### src/rtl/module_display_error_scan.sv
// Time-multiplexed N-digit 7-segment driver for SECDED decoder status.
// Digit 0 shows the latched error code; the upper digits show a saturating error count.
module module_display_error_scan #(
  parameter int N_DIGITS    = 4,
  parameter int SYN_W       = 3,
  parameter int REFRESH_DIV = 27000,
  parameter int STICKY      = 1
) (
  input  logic               clk,
  input  logic               rst_n,
  input  logic               valid,
  input  logic [SYN_W-1:0]   sindrome,
  input  logic               error_simple,
  input  logic               error_doble,
  input  logic               no_error,
  input  logic               clr,
  output logic [N_DIGITS-1:0] an,
  output logic [6:0]         seg
);

  localparam int CNT_W = 4 * (N_DIGITS - 1);
  localparam int DIV_W = (REFRESH_DIV > 1) ? $clog2(REFRESH_DIV) : 1;
  localparam int IDX_W = $clog2(N_DIGITS);
  localparam logic [DIV_W-1:0] DIV_LAST = DIV_W'(REFRESH_DIV - 1);
  localparam logic [IDX_W-1:0] IDX_LAST = IDX_W'(N_DIGITS - 1);
  localparam logic [CNT_W-1:0] CNT_MAX  = {CNT_W{1'b1}};

  logic [3:0]       code_q;
  logic [CNT_W-1:0] cnt_q;
  logic             sticky_q;
  logic [DIV_W-1:0] div_q;
  logic [IDX_W-1:0] idx_q;

  logic [3:0] new_code;
  logic       sticky_hold;
  logic       count_hit;

  always_comb begin
    new_code = 4'hF;
    if (error_doble)       new_code = 4'hE;
    else if (error_simple) new_code = 4'(sindrome);
    else if (no_error)     new_code = 4'h0;
  end

  assign sticky_hold = (STICKY != 0) && sticky_q;
  assign count_hit   = error_simple | error_doble;

  // Status capture; clr takes priority over a simultaneous valid.
  always_ff @(posedge clk or negedge rst_n) begin
    if (!rst_n) begin
      code_q   <= 4'h0;
      cnt_q    <= '0;
      sticky_q <= 1'b0;
    end else if (clr) begin
      code_q   <= 4'h0;
      cnt_q    <= '0;
      sticky_q <= 1'b0;
    end else if (valid) begin
      if (!sticky_hold) code_q <= new_code;
      if ((STICKY != 0) && error_doble) sticky_q <= 1'b1;
      if (count_hit && (cnt_q != CNT_MAX)) cnt_q <= cnt_q + 1'b1;
    end
  end

  // Free-running digit scan, unaffected by valid/clr.
  always_ff @(posedge clk or negedge rst_n) begin
    if (!rst_n) begin
      div_q <= '0;
      idx_q <= '0;
    end else if (div_q == DIV_LAST) begin
      div_q <= '0;
      idx_q <= (idx_q == IDX_LAST) ? '0 : idx_q + 1'b1;
    end else begin
      div_q <= div_q + 1'b1;
    end
  end

  logic [3:0] nibbles [N_DIGITS];
  logic [3:0] nibble;

  for (genvar gi = 0; gi < N_DIGITS; gi++) begin : g_digit
    if (gi == 0) begin : g_code
      assign nibbles[gi] = code_q;
    end else begin : g_cnt
      assign nibbles[gi] = cnt_q[4*gi-1 -: 4];
    end
    assign an[gi] = (idx_q != IDX_W'(gi));
  end

  always_comb begin
    nibble = 4'h0;
    for (int i = 0; i < N_DIGITS; i++) begin
      if (idx_q == IDX_W'(i)) nibble = nibbles[i];
    end
  end

  always_comb begin
    seg = 7'b1000000;
    case (nibble)
      4'h0: seg = 7'b1000000;
      4'h1: seg = 7'b1111001;
      4'h2: seg = 7'b0100100;
      4'h3: seg = 7'b0110000;
      4'h4: seg = 7'b0011001;
      4'h5: seg = 7'b0010010;
      4'h6: seg = 7'b0000010;
      4'h7: seg = 7'b1111000;
      4'h8: seg = 7'b0000000;
      4'h9: seg = 7'b0010000;
      4'hA: seg = 7'b0001000;
      4'hB: seg = 7'b0000011;
      4'hC: seg = 7'b1000110;
      4'hD: seg = 7'b0100001;
      4'hE: seg = 7'b0000110;
      4'hF: seg = 7'b0001110;
      default: seg = 7'b1000000;
    endcase
  end

endmodule

### config.mk
export PLATFORM = sky130hd
export DESIGN_NAME = module_display_error_scan
export DESIGN_NICKNAME = d
export VERILOG_FILES = /design/src/rtl/module_display_error_scan.sv
export SDC_FILE = /design/constraint.sdc
export NUM_CORES = 1
export LEC_CHECK = 0
export CAP_MARGIN = 20
export CELL_PAD_IN_SITES_DETAIL_PLACEMENT = 0
export CELL_PAD_IN_SITES_GLOBAL_PLACEMENT = 1
export CORE_MARGIN = 2
export CORE_UTILIZATION = 35
export DETAILED_ROUTE_END_ITERATION = 7
export PLACE_DENSITY = 0.64
export SETUP_SLACK_MARGIN = 0.3
export SLEW_MARGIN = 0
export SYNTH_ARGS = -nofsm -noshare
export SYNTH_HDL_FRONTEND = slang
export SYNTH_SLANG_ARGS = --single-unit
### constraint.sdc
create_clock -name clk -period 3.2 [get_ports clk]
set_input_delay 0.64 -clock clk [delete_from_list [all_inputs] [get_ports clk]]
set_output_delay 0.64 -clock clk [all_outputs]
set_load 0.03 [all_outputs]
After elaboration in Yosys (flattened, before gate mapping)
Memory sizes are Yosys's and may differ from the RTL's.
Index checks and enable logic that the tools add are counted.
- output and inout port bits: 11
- flip-flop bits (word level): 34
- ROM bits: 112
- word-level logic and storage cells: 46
- bits of input ports: 10
- memories: 1
- memories (name ; words ; bits a word ; read ports ; clocked after Yosys merged registers in ; write ports ; RTL line ; text):
    (name not given) ; 16 ; 7 ; 1 ; 0 ; 0 ; 99 ; case (nibble)
- eq/ne operators: 9
- bitwise logic cells: 1
- $add $sub $neg: 3
- multiplexer cells: 18
- reductions and logical operators: 9
- operators with widths (kind ; number):
    2-to-1 mux 4 bit ; 10
    2-to-1 mux 12 bit ; 3
    adder 15 x 1 -> 15 bit (second input constant) ; 1
    == test 15 bit (second input constant) ; 1
    2-to-1 mux 15 bit ; 1
    adder 12 x 1 -> 12 bit (second input constant) ; 1
    inequality test 12 bit (second input constant) ; 1
    nonzero test 2 bit ; 4
    inequality test 2 bit (second input constant) ; 3
    AND reduction 2 bit ; 3
    == test 2 bit (second input constant) ; 2
    2-to-1 mux 1 bit ; 3
    adder 2 x 1 -> 2 bit (second input constant) ; 1
    == test 2 x 1 -> 1 bit (second input constant) ; 1
    logical NOT 2 bit ; 1
    2-to-1 mux 2 bit ; 1
    inequality test 2 x 1 -> 1 bit (second input constant) ; 1
    logical AND 1 bit ; 1
    bitwise OR 1 bit ; 1

Depth between registers and ports, before layout
Gate-level depths: netlist of run 1.
- word-level depth: 6
- depth in mapped cells: 10

Least setup slack after synthesis of run 1
OpenSTA, ideal clock, no wires.
- path type: flip-flop to output port
- start point: register idx_q[0]
- end point: output port seg[4]
- cell stages (with the launch flop): 9
- path buffers: 0
- setup slack: 93 ps
- arrival: 2467 ps
- cell sequence: dfrtp_1 inv_1 ha_1 inv_1 o21a_1 a22oi_1 ha_1 mux2i_1 o21ai_0
- cells in the longest elaborated chain, start to end: 6
- RTL lines (what ; RTL line ; text):
    start, declared ; 32 ; logic [IDX_W-1:0] idx_q;
    start signal, assigned ; 72 ; idx_q <= (idx_q == IDX_LAST) ? '0 : idx_q + 1'b1;
    logical NOT 2 bit ; 93 ; if (idx_q == IDX_W'(i)) nibble = nibbles[i];
    2-to-1 mux 4 bit (3 in a row) ; 93 ;
    2-to-1 mux 4 bit (*) ; 93 ;
    memory read (16 x 7 bit) (*) ; - ;
    end, declared ; 18 ; output logic [6:0] seg
Mark *: on every way between the ends. The rest lies on a longest branch, timed or not.

Final worst setup path of run 1
Same ends and word-level chain as after synthesis.

==> impl_metrics.yaml, run 1 <==
drt:
  drc: 0
  drt-initial-drc-count: 26
  final_antenna_net_count: 0
  drt-vias-per-instance: 5.19
  wl_um: 4940
  drt-pass1-iter-count: 4
  post_drt_wl_per_cell_um: 14.1
  vias: 1815
yosys:
  yosysWarnings: 0
  ys.flop_type: "dfrtp_1"
  synth-edff-count: 0
  post_synth.cell_area_avg_um2: 9.70
  yosysSeqAreaShare_pct: 39.0
  syn_area_mm2: 0.00218
  async_reset_ff_share_pct: 100
  synth_area_leaders: "dfrtp_1 39%, ha_1 6.9%, mux2i_1 4.1%"
  yosysTopAreaCell: "dfrtp_1"
  synthTopCellsByCount: "34 x dfrtp_1, 20 x nor2_1, 17 x inv_1, 14 x nand2_1"
  syn_nets: 247
  syn_inst: 225
  synth_seq_cells: 34
  synthDistinctLibCells: 50
  yosysTopAreaCellShare_pct: 39.0
  synth.most_common_cell: "dfrtp_1"
grt:
  track_usage_pct: 15.1
  grt_pass1_wl_um: 8650
  gr-total-overflow: 0
  grt_pass1_vias: 1833
  grt_max_degree: 35
  antenna_found_initial: 0
flow_run:
  drv_cap: 0
finish:
  finalInstanceArea_mm2: 0.00293
  stdcell_count: 350
  num_antenna_cells: 0
  drive_above_1_share_pct: 28.4
  final_nets: 296
  fillers: 554
  syn2layout_area_growth_pct: 34.1
  final_util_pct: 48.9
sta:
  fin_crit_sh_pct: 94.9
  slew_viol_final: 0
  skew_ns: 0.00140
  setup_viol: 0
  hold_slack_ns: 0.498
  rsz0062_at_grt: "true"
  max_clock_freq_mhz: 329
  hold_viol_final: 0
  tightest_slew_ns: 0.697
  relSlewSlack_pct: 53.4
  final.min_clock_period_ns: 3.04
  setup_ws_ns: 0.165
  final.setup.tns_ns: 0
clock_tree:
  cts_max_level: 2
  holdBufCountCts: 0
  clk_latency_ns: 0.28
  numCtsBuffers: 5
  clockBufferDepth: 2
  clockRootBuffer: "clkbuf_8"
  cts_sinks: 34
  cts_tree: "built"
  clkTransAtPathRegs_ns: 0.07
pwr:
  p_sw_mw: 0.257
  power.leakage_nw: 1.25
  finalPower_mw: 1.11
  vdd_drop_max_uv: 222
  internal-power_mw: 0.850
  switching_share_pct: 23.2
  power_density_mw_per_mm2: 378
  p_clk_share_pct: 44.4
  power_frac_comb_pct: 15.4
  seq_power_share_pct: 40.2
min_path:
  hp-class: "reg -> reg"
  hold_path.startpoint: "sticky_hold"
  hold_depth: 2
  hold_end: "sticky_hold"
setup_path:
  rr_startpoint: "cnt_q[0]"
  r2r_cells: 5
  cp.required_ns: 2.56
  path_class: "reg -> out"
  critPathArrivalTime_ns: 2.40
  critical_path.endpoint_type: "output port"
  crit_fanout: 10
  r2r_slack_ns: 1.25
  crit_path_start_kind: "flip-flop"
  r2r-end: "cnt_q[10]"
status:
  outcome: "finished clean"
die:
  pin_count: 21
  core-area_mm2: 0.00599
  die_y_um: 83.0
  die_w_um: 83.0
  rows: 28
  die_area_mm2: 0.00688
  start_util_pct: 36.4
place:
  gp_congestion: 0.747
  pre_cts_ws_ns: 0.0750
  placed_cell_area_mm2: 0.00248
  numPortBuffers: 20
  placedCellCount: 323
  dp_hpwl_um: 3490
## power by group through the flow
stage | clock network (mW) | logic (mW) | registers, mW
floorplan | 0 | 0.0912 | 0.450
global placement | 0 | 0.147 | 0.452
detailed placement | 0 | 0.148 | 0.452
CTS | 0.507 | 0.158 | 0.444
global route | 0.527 | 0.187 | 0.445
finish | 0.492 | 0.170 | 0.445
## placed cells by master, fill, tap and decap left out, types with 3 or more instances in the layout
cell type        Yosys  final
ha_1                12      8
dfrtp_1             34     33
buf_6                2      6
xor2_1               7      7
nand3b_1             3      3
o21a_1               3      3
mux2i_1              9      9
clkdlybuf4s50_1      0     13
and3_1               6      6
xnor2_1              6      6
nand3_1              7      7
o31ai_1              4      4
o22ai_1              4      3
clkbuf_8             2      6
ha_4                 0      4
o21ai_0              9      7
a211oi_2             1      3
a21oi_1             12     11
inv_1               17     11
and4_1               5      5
nand2_1             14     14
buf_4                1     31
inv_2                0      5
nand4_1              4      4
nor2_1              20     20
nor3b_2              0      3
## routing by layer
| layer | global-route usage [%] | part of all wire (%) | wire [um] |
|---|---|---|---|
| met5 | 0 | 0 | 0 |
| met1 | 19.1 | 45 | 2230 |
| met2 | 26.3 | 51 | 2520 |
| met4 | 3.58 | 0.87 | 43 |
| met3 | 3.38 | 2.9 | 144 |
## logic make-up after synthesis
kind of cell / Yosys count / share of synthesized area [%]
compound gates: 53 / 17.6
mux: 9 / 4.13
buf+inv: 25 / 6.14
flops: 34 / 39.0
xor+xnor: 13 / 5.22
fa+ha+maj: 12 / 6.88
simple gates: 79 / 21.0
## what timing repair did
item,in CTS,in global routing
setup endpoints to repair,7,7
gates cloned,0,1
pin swaps,7,4
resized for setup,29,17
buffers inserted,11,7
## sequential cells by signal, indices dropped and copies added (netlist names)
signal	cells
code_q	4
idx_q	2
cnt_q	12
div_q	15
sticky_hold	1
## worst max-delay path, cell delays in order (launching register included)
cell and delay (ns):
dfrtp_2 0.45, buf_4 0.16, ha_4 0.20, buf_4 0.14, a22oi_2 0.19, inv_1 0.08, buf_4 0.15, ha_1 0.18
or3_4 0.36, o21ai_2 0.07, buf_6 0.14
## worst max-delay path by stage
stage / start / to / slack, ns / cells past startpoint
floorplan: idx_q[0] / seg[0] / 0.33 / 9
global placement: idx_q[1] / seg[0] / 0.11 / 9
detailed placement: idx_q[1] / seg[0] / 0.08 / 9
CTS: idx_q[1] / seg[4] / 0.18 / 11
global route: idx_q[1] / seg[4] / 0.07 / 9
finish: idx_q[0] / seg[4] / 0.16 / 10
## final cells by class
class	instances	area (um2)	share of cell area (%)
clock buffer	6	82.6	2.82
clock inverter	2	60.1	2.05
inverter	17	66.3	2.27
multi-input combinational	166	1340	45.8
sequential	34	852	29.1
tap	75	93.8	3.21
timing repair buffer	50	430	14.7
No activity file was read; power rests on OpenSTA's default activity.
==> inputs of run 2 (changes only) <==
--- a/config.mk
+++ b/config.mk
@@ -5,7 +5,6 @@
 export SDC_FILE = /design/constraint.sdc
 export NUM_CORES = 1
 export LEC_CHECK = 0
-export CAP_MARGIN = 20
 export CELL_PAD_IN_SITES_DETAIL_PLACEMENT = 0
 export CELL_PAD_IN_SITES_GLOBAL_PLACEMENT = 1
 export CORE_MARGIN = 2
==> results of run 2 <==
Final layout, timing and power as in run 1 (identical DEF).
==> inputs of run 3 (changes only) <==
==> constraint.sdc (replaced) <==
create_clock -name clk -period 3.35 [get_ports clk]
set_input_delay 0.335 -clock clk [delete_from_list [all_inputs] [get_ports clk]]
set_output_delay 0.335 -clock clk [all_outputs]
set_load 0.03 [all_outputs]
==> run 3 against run 2 <==
Against the previous run:
- combinational power is 24% lower
- routed wire length is 7.2% lower
- clock power is 37% lower
- utilization is 6.1 points lower
- power is 22% lower
- clock skew is 0.0037 ns higher
- register-to-register slack better by 0.20 ns
- sequential cell count stayed put
- cell count is 6.6% lower
- critical endpoint is now seg[6]
- highest routed layer unchanged
==> impl_metrics.yaml, run 3 (synthesis gave the netlist of run 1 again) <==
setup_path:
  r2r_slack_ns: 1.45
  crit_path_start_kind: "flip-flop"
  critical_path.endpoint_type: "output port"
  rr_startpoint: "cnt_q[0]"
  worstSetupStartpoint: "idx_q[1]"
  path_class: "reg -> out"
  crit_fanout: 9
  critPathArrivalTime_ns: 2.53
  r2r_cells: 5
  cp.required_ns: 3.01
  r2r-end: "cnt_q[10]"
finish:
  stdcell_count: 327
  finalInstanceArea_mm2: 0.00256
  largest-register: "div_q"
  multi_input_area_mm2: 0.00123
  drive_above_1_share_pct: 13.9
  layout.cells.most_common_list: "34 x dfrtp_1, 20 x nor2_1, 16 x inv_1, 14 x nand2_1, 13 x clkdlybuf4s50_1"
  final_nets: 273
  num_antenna_cells: 0
  reg_top3: "div_q x15, cnt_q x12, code_q x4"
  ff_latch_area_um2: 851
  fillers: 597
  final_common_cell: "dfrtp_1"
  largest_register_ffs: 15
  syn2layout_area_growth_pct: 17.4
place:
  gp_congestion: 0.788
  placedCellCount: 316
  numPortBuffers: 20
  placed_cell_area_mm2: 0.00244
  pre_cts_ws_ns: 0.157
  dp_hpwl_um: 3400
clock_tree:
  numCtsBuffers: 5
  clockBufferDepth: 2
  cts_tree: "built"
  cts_sinks: 34
  clkTransAtPathRegs_ns: 0.07
  clockRootBuffer: "clkbuf_8"
  cts_max_level: 2
  clk_latency_ns: 0.28
die:
  die_area_mm2: 0.00688
  rows: 28
  die_y_um: 83.0
  pin_count: 21
  die_w_um: 83.0
  start_util_pct: 36.4
  core-area_mm2: 0.00599
grt:
  grt_pass1_vias: 1672
  grt_max_degree: 35
  track_usage_pct: 14.2
  antenna_found_initial: 0
  grt_pass1_wl_um: 8020
  gr-total-overflow: 0
pwr:
  finalPower_mw: 0.863
  power_density_mw_per_mm2: 337
  vdd_drop_max_uv: 194
  power.leakage_nw: 1.08
drt:
  vias: 1712
  wl_um: 4580
  drt-initial-drc-count: 40
  drt-pass1-iter-count: 4
  final_antenna_net_count: 0
  drt-vias-per-instance: 5.24
  post_drt_wl_per_cell_um: 14.0
  drc: 0
sta:
  final.min_clock_period_ns: 2.86
  relSlewSlack_pct: 53.4
  final.setup.tns_ns: 0
  skew_ns: 0.00510
  rsz0062_at_grt: "true"
  max_clock_freq_mhz: 349
  setup_ws_ns: 0.485
  setup_viol: 0
  slew_viol_final: 0
  hold_viol_final: 0
  fin_crit_sh_pct: 85.5
  tightest_slew_ns: 0.697
status:
  outcome: "finished clean"
flow_run:
  drv_cap: 0
min_path:
  hp-class: "in -> async"
run 3: cell count changes in the layout (fill, tap and decap cells not counted), sizes merged:
cell,previous run,this run
bufinv,2,0
dlygate4sd2,0,3
clkbuf,6,10
buf,37,8
clkinv,0,1
run 3: final cells by class:
class | count | share of cell area, %
Tap cell | 75 | 3.66
Inverter | 17 | 2.49
Multi-Input combinational cell | 166 | 48.1
Sequential cell | 34 | 33.2
Clock buffer | 7 | 3.37
Timing Repair Buffer | 27 | 8.94
Clock inverter | 1 | 0.195
run 3: metrics by stage:
step	utilization, %	hold WS (ns)
2_1_floorplan	-	0.0394
3_3_place_gp	40.7	0.472
3_5_place_dp	40.7	0.480
4_1_cts	42.4	0.470
5_1_grt	42.8	0.515
6_report	42.8	0.460
run 3: metal layers:
layer / up-vias / share of wire [%] / GRT usage [%]
li1: 867 / - / -
met1: 803 / 48 / 18.6
met2: 32 / 46 / 22.4
met3: 10 / 3.8 / 3.98
met4: 0 / 1.9 / 5.07
met5: - / 0 / 0
run 3: worst max-delay path, stage by stage (launching register included):
cell and delay [ns]:
dfrtp_1 0.40, inv_1 0.14, ha_2 0.28, a211oi_1 0.09
a221o_1 0.36, inv_1 0.13, ha_1 0.22, mux2i_1 0.09
o22ai_1 0.12, dlygate4sd2_1 0.42
run 3: timing repair:
item,CTS,global route
gates resized for setup,9,16
endpoints found under the setup margin,7,7
endpoints found under the hold margin,0,0
pin swaps,2,0
setup buffers,2,1
hold buffers,0,0
cloned,0,0
run 3: how the worst max path moves through the flow:
stage                        end
after floorplan           seg[4]
after global placement    seg[4]
after detailed placement  seg[4]
after CTS                 seg[4]
after global routing      seg[4]
final                     seg[6]
run 3: power breakdown:
part	internal (mW)	total, mW	switching [mW]	leakage [nW]
registers	0.417	0.425	0.00749	0.456
clock network	0.166	0.309	0.143	0.0482
logic	0.0526	0.130	0.0775	0.579
total	0.635	0.863	0.228	1.08
